## src/rtl/core_pkg.sv

```systemverilog
// core_pkg: shared lane types for the VRF write-back path.
// Holds write-back source ids and the VRF write-word bundle.
package core_pkg;

  localparam int unsigned NrWbPorts = 3;
  localparam int unsigned VrfDataW  = 64;
  localparam int unsigned VrfAddrW  = 8;
  localparam int unsigned InsnIdW   = 3;

  typedef logic [VrfDataW-1:0]   vrf_data_t;
  typedef logic [VrfDataW/8-1:0] vrf_strb_t;
  typedef logic [VrfAddrW-1:0]   vrf_addr_t;
  typedef logic [InsnIdW-1:0]    insn_id_t;

  typedef enum logic [1:0] {
    WB_VALU = 2'd0,
    WB_VMUL = 2'd1,
    WB_VLSU = 2'd2
  } wb_src_e;

  typedef struct packed {
    vrf_data_t data;
    vrf_strb_t strb;
    vrf_addr_t addr;
    insn_id_t  id;
  } vrf_wr_t;

endpackage

```

## src/rtl/rr_arb_pick.sv

```systemverilog
// rr_arb_pick: combinational round-robin pick.
// Rotates requests by the pointer, finds the lowest set bit, rotates back.
module rr_arb_pick #(
  parameter  int unsigned N    = 3,
  localparam int unsigned IdxW = (N > 1) ? $clog2(N) : 1
) (
  input  logic [N-1:0]    i_req,
  input  logic [IdxW-1:0] i_ptr,
  output logic [N-1:0]    o_gnt,
  output logic [IdxW-1:0] o_idx,
  output logic            o_any
);

  logic [2*N-1:0] w_dbl;
  logic [N-1:0]   w_rot;
  int unsigned    w_off;
  int unsigned    w_sum;

  always_comb begin
    w_dbl = {i_req, i_req} >> i_ptr;
    w_rot = w_dbl[N-1:0];
  end

  always_comb begin
    o_any = 1'b0;
    w_off = 0;
    for (int i = 0; i < N; i++) begin
      if (!o_any && w_rot[i]) begin
        o_any = 1'b1;
        w_off = unsigned'(i);
      end
    end
  end

  // Undo the rotation: winner sits w_off places past the pointer.
  always_comb begin
    w_sum = 32'(i_ptr) + w_off;
    if (w_sum >= N) begin
      w_sum = w_sum - N;
    end
    o_idx = w_sum[IdxW-1:0];
    o_gnt = '0;
    if (o_any) begin
      o_gnt = N'(1) << o_idx;
    end
  end

endmodule

```

## src/rtl/vrf_wb_arbiter.sv

```systemverilog
// vrf_wb_arbiter: shares one VRF write port among the lane result units.
// Round-robin grant, single registered output slot, per-source counters.
module vrf_wb_arbiter #(
  parameter  int unsigned NrWbPorts = core_pkg::NrWbPorts,
  parameter  int unsigned CntWidth  = 16,
  localparam int unsigned SrcW      = (NrWbPorts > 1) ? $clog2(NrWbPorts) : 1
) (
  input  logic                                  clk_i,
  input  logic                                  rst_ni,
  input  logic [NrWbPorts-1:0]                  wb_valid_i,
  output logic [NrWbPorts-1:0]                  wb_gnt_o,
  input  core_pkg::vrf_data_t [NrWbPorts-1:0]   wb_wdata_i,
  input  core_pkg::vrf_strb_t [NrWbPorts-1:0]   wb_wstrb_i,
  input  core_pkg::vrf_addr_t [NrWbPorts-1:0]   wb_addr_i,
  input  core_pkg::insn_id_t  [NrWbPorts-1:0]   wb_id_i,
  output logic                                  vrf_wvalid_o,
  input  logic                                  vrf_wready_i,
  output core_pkg::vrf_data_t                   vrf_wdata_o,
  output core_pkg::vrf_strb_t                   vrf_wstrb_o,
  output core_pkg::vrf_addr_t                   vrf_waddr_o,
  output core_pkg::insn_id_t                    vrf_wid_o,
  output logic [SrcW-1:0]                       vrf_wsrc_o,
  output logic [NrWbPorts-1:0][CntWidth-1:0]    wr_cnt_o
);

  logic                              w_free;
  logic [NrWbPorts-1:0]              w_req;
  logic [NrWbPorts-1:0]              w_gnt;
  logic [SrcW-1:0]                   w_idx;
  logic [SrcW-1:0]                   w_nxt;
  logic                              w_any;

  logic                              r_wvalid;
  logic [SrcW-1:0]                   r_rr;
  logic [SrcW-1:0]                   r_src;
  core_pkg::vrf_wr_t                 r_wr;
  logic [NrWbPorts-1:0][CntWidth-1:0] r_cnt;

  // The slot can take a new word when empty or draining this cycle.
  assign w_free = !r_wvalid || vrf_wready_i;
  assign w_req  = (rst_ni && w_free) ? wb_valid_i : '0;

  rr_arb_pick #(
    .N (NrWbPorts)
  ) u_pick (
    .i_req (w_req),
    .i_ptr (r_rr),
    .o_gnt (w_gnt),
    .o_idx (w_idx),
    .o_any (w_any)
  );

  assign w_nxt = (w_idx == SrcW'(NrWbPorts - 1)) ? '0
               : w_idx + SrcW'(1);

  always_ff @(posedge clk_i or negedge rst_ni) begin
    if (!rst_ni) begin
      r_wvalid <= 1'b0;
      r_rr     <= '0;
      r_cnt    <= '0;
    end else if (w_any) begin
      r_wvalid     <= 1'b1;
      r_rr         <= w_nxt;
      r_cnt[w_idx] <= r_cnt[w_idx] + CntWidth'(1);
    end else if (vrf_wready_i) begin
      r_wvalid <= 1'b0;
    end
  end

  // Payload is only meaningful while r_wvalid is set, so no reset.
  always_ff @(posedge clk_i) begin
    if (w_any) begin
      r_wr <= '{
        data: wb_wdata_i[w_idx],
        strb: wb_wstrb_i[w_idx],
        addr: wb_addr_i[w_idx],
        id:   wb_id_i[w_idx]
      };
      r_src <= w_idx;
    end
  end

  assign wb_gnt_o     = w_gnt;
  assign vrf_wvalid_o = r_wvalid;
  assign vrf_wdata_o  = r_wr.data;
  assign vrf_wstrb_o  = r_wr.strb;
  assign vrf_waddr_o  = r_wr.addr;
  assign vrf_wid_o    = r_wr.id;
  assign vrf_wsrc_o   = r_src;
  assign wr_cnt_o     = r_cnt;

`ifndef SYNTHESIS
  a_gnt_onehot0: assert property (
    @(posedge clk_i) disable iff (!rst_ni)
    $onehot0(wb_gnt_o));

  a_gnt_valid: assert property (
    @(posedge clk_i) disable iff (!rst_ni)
    (wb_gnt_o & ~wb_valid_i) == '0);

  a_stall_stable: assert property (
    @(posedge clk_i) disable iff (!rst_ni)
    (r_wvalid && !vrf_wready_i) |=>
      (r_wvalid && $stable(r_wr) && $stable(r_src)));
`endif

endmodule

```

## config.mk

```make
export PLATFORM = sky130hd
export DESIGN_NAME = vrf_wb_arbiter
export DESIGN_NICKNAME = d
export VERILOG_FILES = /design/src/rtl/core_pkg.sv /design/src/rtl/rr_arb_pick.sv /design/src/rtl/vrf_wb_arbiter.sv
export SDC_FILE = /design/constraint.sdc
export NUM_CORES = 1
export LEC_CHECK = 0
export CAP_MARGIN = 20
export CORE_ASPECT_RATIO = 0.5
export CORE_MARGIN = 1.5
export CORE_UTILIZATION = 37
export DETAILED_ROUTE_END_ITERATION = 8
export GPL_TIMING_DRIVEN = 0
export HOLD_SLACK_MARGIN = 0.15
export PLACE_DENSITY = 0.79
export SKIP_CTS_REPAIR_TIMING = 1
export SYNTH_ARGS = -nofsm -noshare
export SYNTH_HDL_FRONTEND = slang
export SYNTH_SLANG_ARGS = --single-unit
```

## constraint.sdc

```tcl
create_clock -name clk_i -period 7.8 [get_ports clk_i]
set_clock_uncertainty 0.15 [all_clocks]
set_input_delay 2.34 -clock clk_i [delete_from_list [all_inputs] [get_ports clk_i]]
set_output_delay 2.34 -clock clk_i [all_outputs]
set_load 0.005 [all_outputs]
```

==> impl_metrics.json <==
{
  "core_um2": 19800,
  "worst_slew_pin_slew_ns": 0.891,
  "crit_chain": "clkdlybuf4s50_1, nand2b_4, o2111a_1, ha_2, inv_1, fa_1, buf_6, inv_2, ha_4, nand2b_4, buf_6, a211oi_4, buf_6, nand2_8, inv_6, buf_8, clkbuf_2",
  "vias": 7707,
  "die_y_um": 104,
  "seqPwrFrac_pct": 24.0,
  "power.density_nw_per_um2": 434,
  "die_w_um": 206,
  "synth-async-reset-ratio_pct": 37.5,
  "fin_util_pct": 64.7,
  "cts_sinks": 136,
  "outcome": "finished with violations",
  "clock_power_share_pct": 13.8,
  "clockRootBuffer": "clkbuf_16",
  "place_congestion": 1.01,
  "port-buffer-count": 391,
  "slowest_stage": "fa_1",
  "insertion_delay_ns": 0.42,
  "yosys_register_bits": 136,
  "cp.required_ns": 5.31,
  "yosysWarnings": 0,
  "rows": 36,
  "swShare_pct": 41.7,
  "ant_nets": 0,
  "crit_top_cell": "buf_6",
  "cts_buffers": 17,
  "wl_um": 30200,
  "h-tree-depth": 4,
  "clock_path_buffers": 2,
  "worstPathMaxFanout": 7,
  "ir_drop_uv": 314,
  "final_cell_mix": "384 x clkdlybuf4s50_1, 137 x nand2_1, 94 x o21ai_0",
  "setup.worst_path.start_class": "input port",
  "finalHoldViolations": 0,
  "synth_nets": 983,
  "grt_first_pass_wirelength_um": 42700,
  "place_area_um2": 11900,
  "track_usage_pct": 26.4,
  "stdcell_count": 1443,
  "design.portCount": 392,
  "grt_overflow": 0,
  "syn_avg_cell_area_um2": 10.5,
  "worst_slack_ns": -0.0195,
  "fin_nets": 1422,
  "place_inst": 1384,
  "dr_wl_met2_um": 15200,
  "die_area_um2": 21500,
  "seq_area_um2": 3830,
  "antenna_found_initial": 1,
  "synth_area_um2": 7600,
  "power_leakage_nw": 4.99,
  "grt_pass1_vias": 7310,
  "wl_per_cell_um": 20.9,
  "synth_ff_type": "edfxtp_1",
  "setup_viol": 1,
  "grt_start_max_net_pins": 40,
  "drive_gt1_share_pct": 11.7,
  "tns_ns": -0.0195,
  "hp-class": "flip-flop to flip-flop",
  "cap_violations": 0,
  "synth-edff-count": 85,
  "nFillCells": 1549,
  "end_kind": "output port",
  "start_util_pct": 38.4,
  "slew_headroom_pct": 39.8,
  "cpPeakStageDelay_ns": 0.54,
  "final_common_cell": "clkdlybuf4s50_1",
  "syn_inst": 724,
  "post-route-period-util_pct": 100,
  "drtIter0Drc": 713,
  "first_pass_iters": 6,
  "clk_pin_slew_worst_paths_ns": 0.05,
  "period_needed_ns": 7.82,
  "cts_tree": "done",
  "switchingPower_mw": 2.32,
  "design_area_um2": 12800,
  "total_power_mw": 5.57,
  "max_freq_ghz": 0.128,
  "ys_types": 63,
  "area_growth_pct": 68.7,
  "violations": "setup timing",
  "met3_length_um": 2170,
  "critical_path_arrival_ns": 5.33,
  "drv_slew": 0,
  "comb_power_share_pct": 62.2,
  "route.layer.met1.wl_um": 12200,
  "multi_input_area_um2": 3590,
  "p_int_mw": 3.25,
  "remaining_drc_errors": 0,
  "path_class": "input port to output port",
  "yosysSeqAreaShare_pct": 50.3,
  "vias_per_cell": 5.34,
  "top_layer": "met4",
  "hpwl_um": 23100
}
-- stage by stage --
stage          hold slack [ns]  setup slack (ns)
3_5_place_dp             0.353             -1.70
2_1_floorplan            0.336            0.0948
3_3_place_gp             0.343             -3.49
6_report                 0.358           -0.0195
5_1_grt                  0.407           -0.0774
4_1_cts                  0.365             -1.73
-- cells in the mapped netlist, types with 3 or more instances --
library cell | n | area (µm²)
buf_6 | 4 | 45.0
nor3_1 | 6 | 30.0
edfxtp_1 | 85 | 2550
dfrtp_1 | 51 | 1280
mux2_2 | 24 | 270
o31ai_1 | 11 | 82.6
a21oi_1 | 20 | 100
nand4_1 | 10 | 62.6
nor2_1 | 13 | 48.8
buf_2 | 17 | 85.1
or3_1 | 6 | 37.5
a31oi_1 | 3 | 18.8
and3_1 | 3 | 18.8
a221oi_1 | 3 | 26.3
clkbuf_1 | 26 | 97.6
and2_1 | 5 | 31.3
xnor2_1 | 7 | 61.3
mux2i_1 | 92 | 921
o211ai_1 | 7 | 52.6
nand2b_1 | 10 | 62.6
a21o_1 | 7 | 52.6
nand2_1 | 139 | 522
o21ai_0 | 94 | 470
ha_1 | 3 | 37.5
a22oi_1 | 9 | 67.6
inv_1 | 10 | 37.5
nand3_1 | 16 | 80.1
-- power groups by stage --
stage               clock network [mW]  logic [mW]  registers [mW]
floorplan                            0        1.82            1.36
global placement                     0        3.10            1.34
detailed placement                   0        3.16            1.35
CTS                              0.776        3.18            1.33
global route                     0.811        3.71            1.36
finish                           0.770        3.46            1.34
-- sequential cells by signal (all words and copies together) (netlist names) --
| signal | count |
|---|---|
| wr_cnt_o | 48 |
| vrf_wdata_o | 64 |
| vrf_wstrb_o | 8 |
| vrf_wvalid_o | 1 |
| vrf_wid_o | 3 |
| r_rr | 2 |
| vrf_waddr_o | 8 |
| vrf_wsrc_o | 2 |
-- layout make-up --
class	instances	share of cell area [%]
Multi-Input combinational cell	528	28.0
Clock inverter	8	0.536
Sequential cell	136	29.8
Buffer	45	2.02
Antenna cell	1	0.0195
Inverter	12	0.478
Timing Repair Buffer	423	32.7
Tap cell	266	2.59
Clock buffer	24	3.77
-- layer usage --
layer	up-vias	GRT usage [%]
met3	58	5.51
met4	0	7.04
met1	3745	33.6
met2	354	45.5
met5	-	0
li1	3550	-
-- worst max-delay path: cells and delay by family --
kind | cells | cell delay, ns
AO/OA/AOI/OAI | 2 | 0.45
buffers and inverters | 9 | 1.30
AND/OR/NAND/NOR | 3 | 0.34
adder cells (fa/ha/maj) | 3 | 0.89
-- cells by family (layout without fill, tap and decap cells) --
family	Yosys count	count (layout)	share of synthesized area, %
AND/OR/NAND/NOR	224	224	13.9
other	0	1	0
adder cells (fa/ha/maj)	4	4	0.757
XOR/XNOR	7	7	0.806
multiplexers	117	117	15.9
AO/OA/AOI/OAI	176	176	14.7
buffers and inverters	60	512	3.69
flip-flops	136	136	50.3
-- worst paths after layout --
path                                   start           end  slack, ns  cells past startpoint
worst min-delay path            wr_cnt_o[26]  wr_cnt_o[26]       0.36                      2
max in group asynchronous             rst_ni  wr_cnt_o[44]       5.45                      2
worst max register to register       r_rr[1]  wr_cnt_o[10]       2.60                     25
worst min register to register  wr_cnt_o[26]  wr_cnt_o[26]       0.36                      2
min in group asynchronous             rst_ni  wr_cnt_o[25]       1.61                      1
worst max-delay path            vrf_wready_i   wb_gnt_o[2]      -0.02                     17
Note: power is estimated with default switching activity, not from simulation.
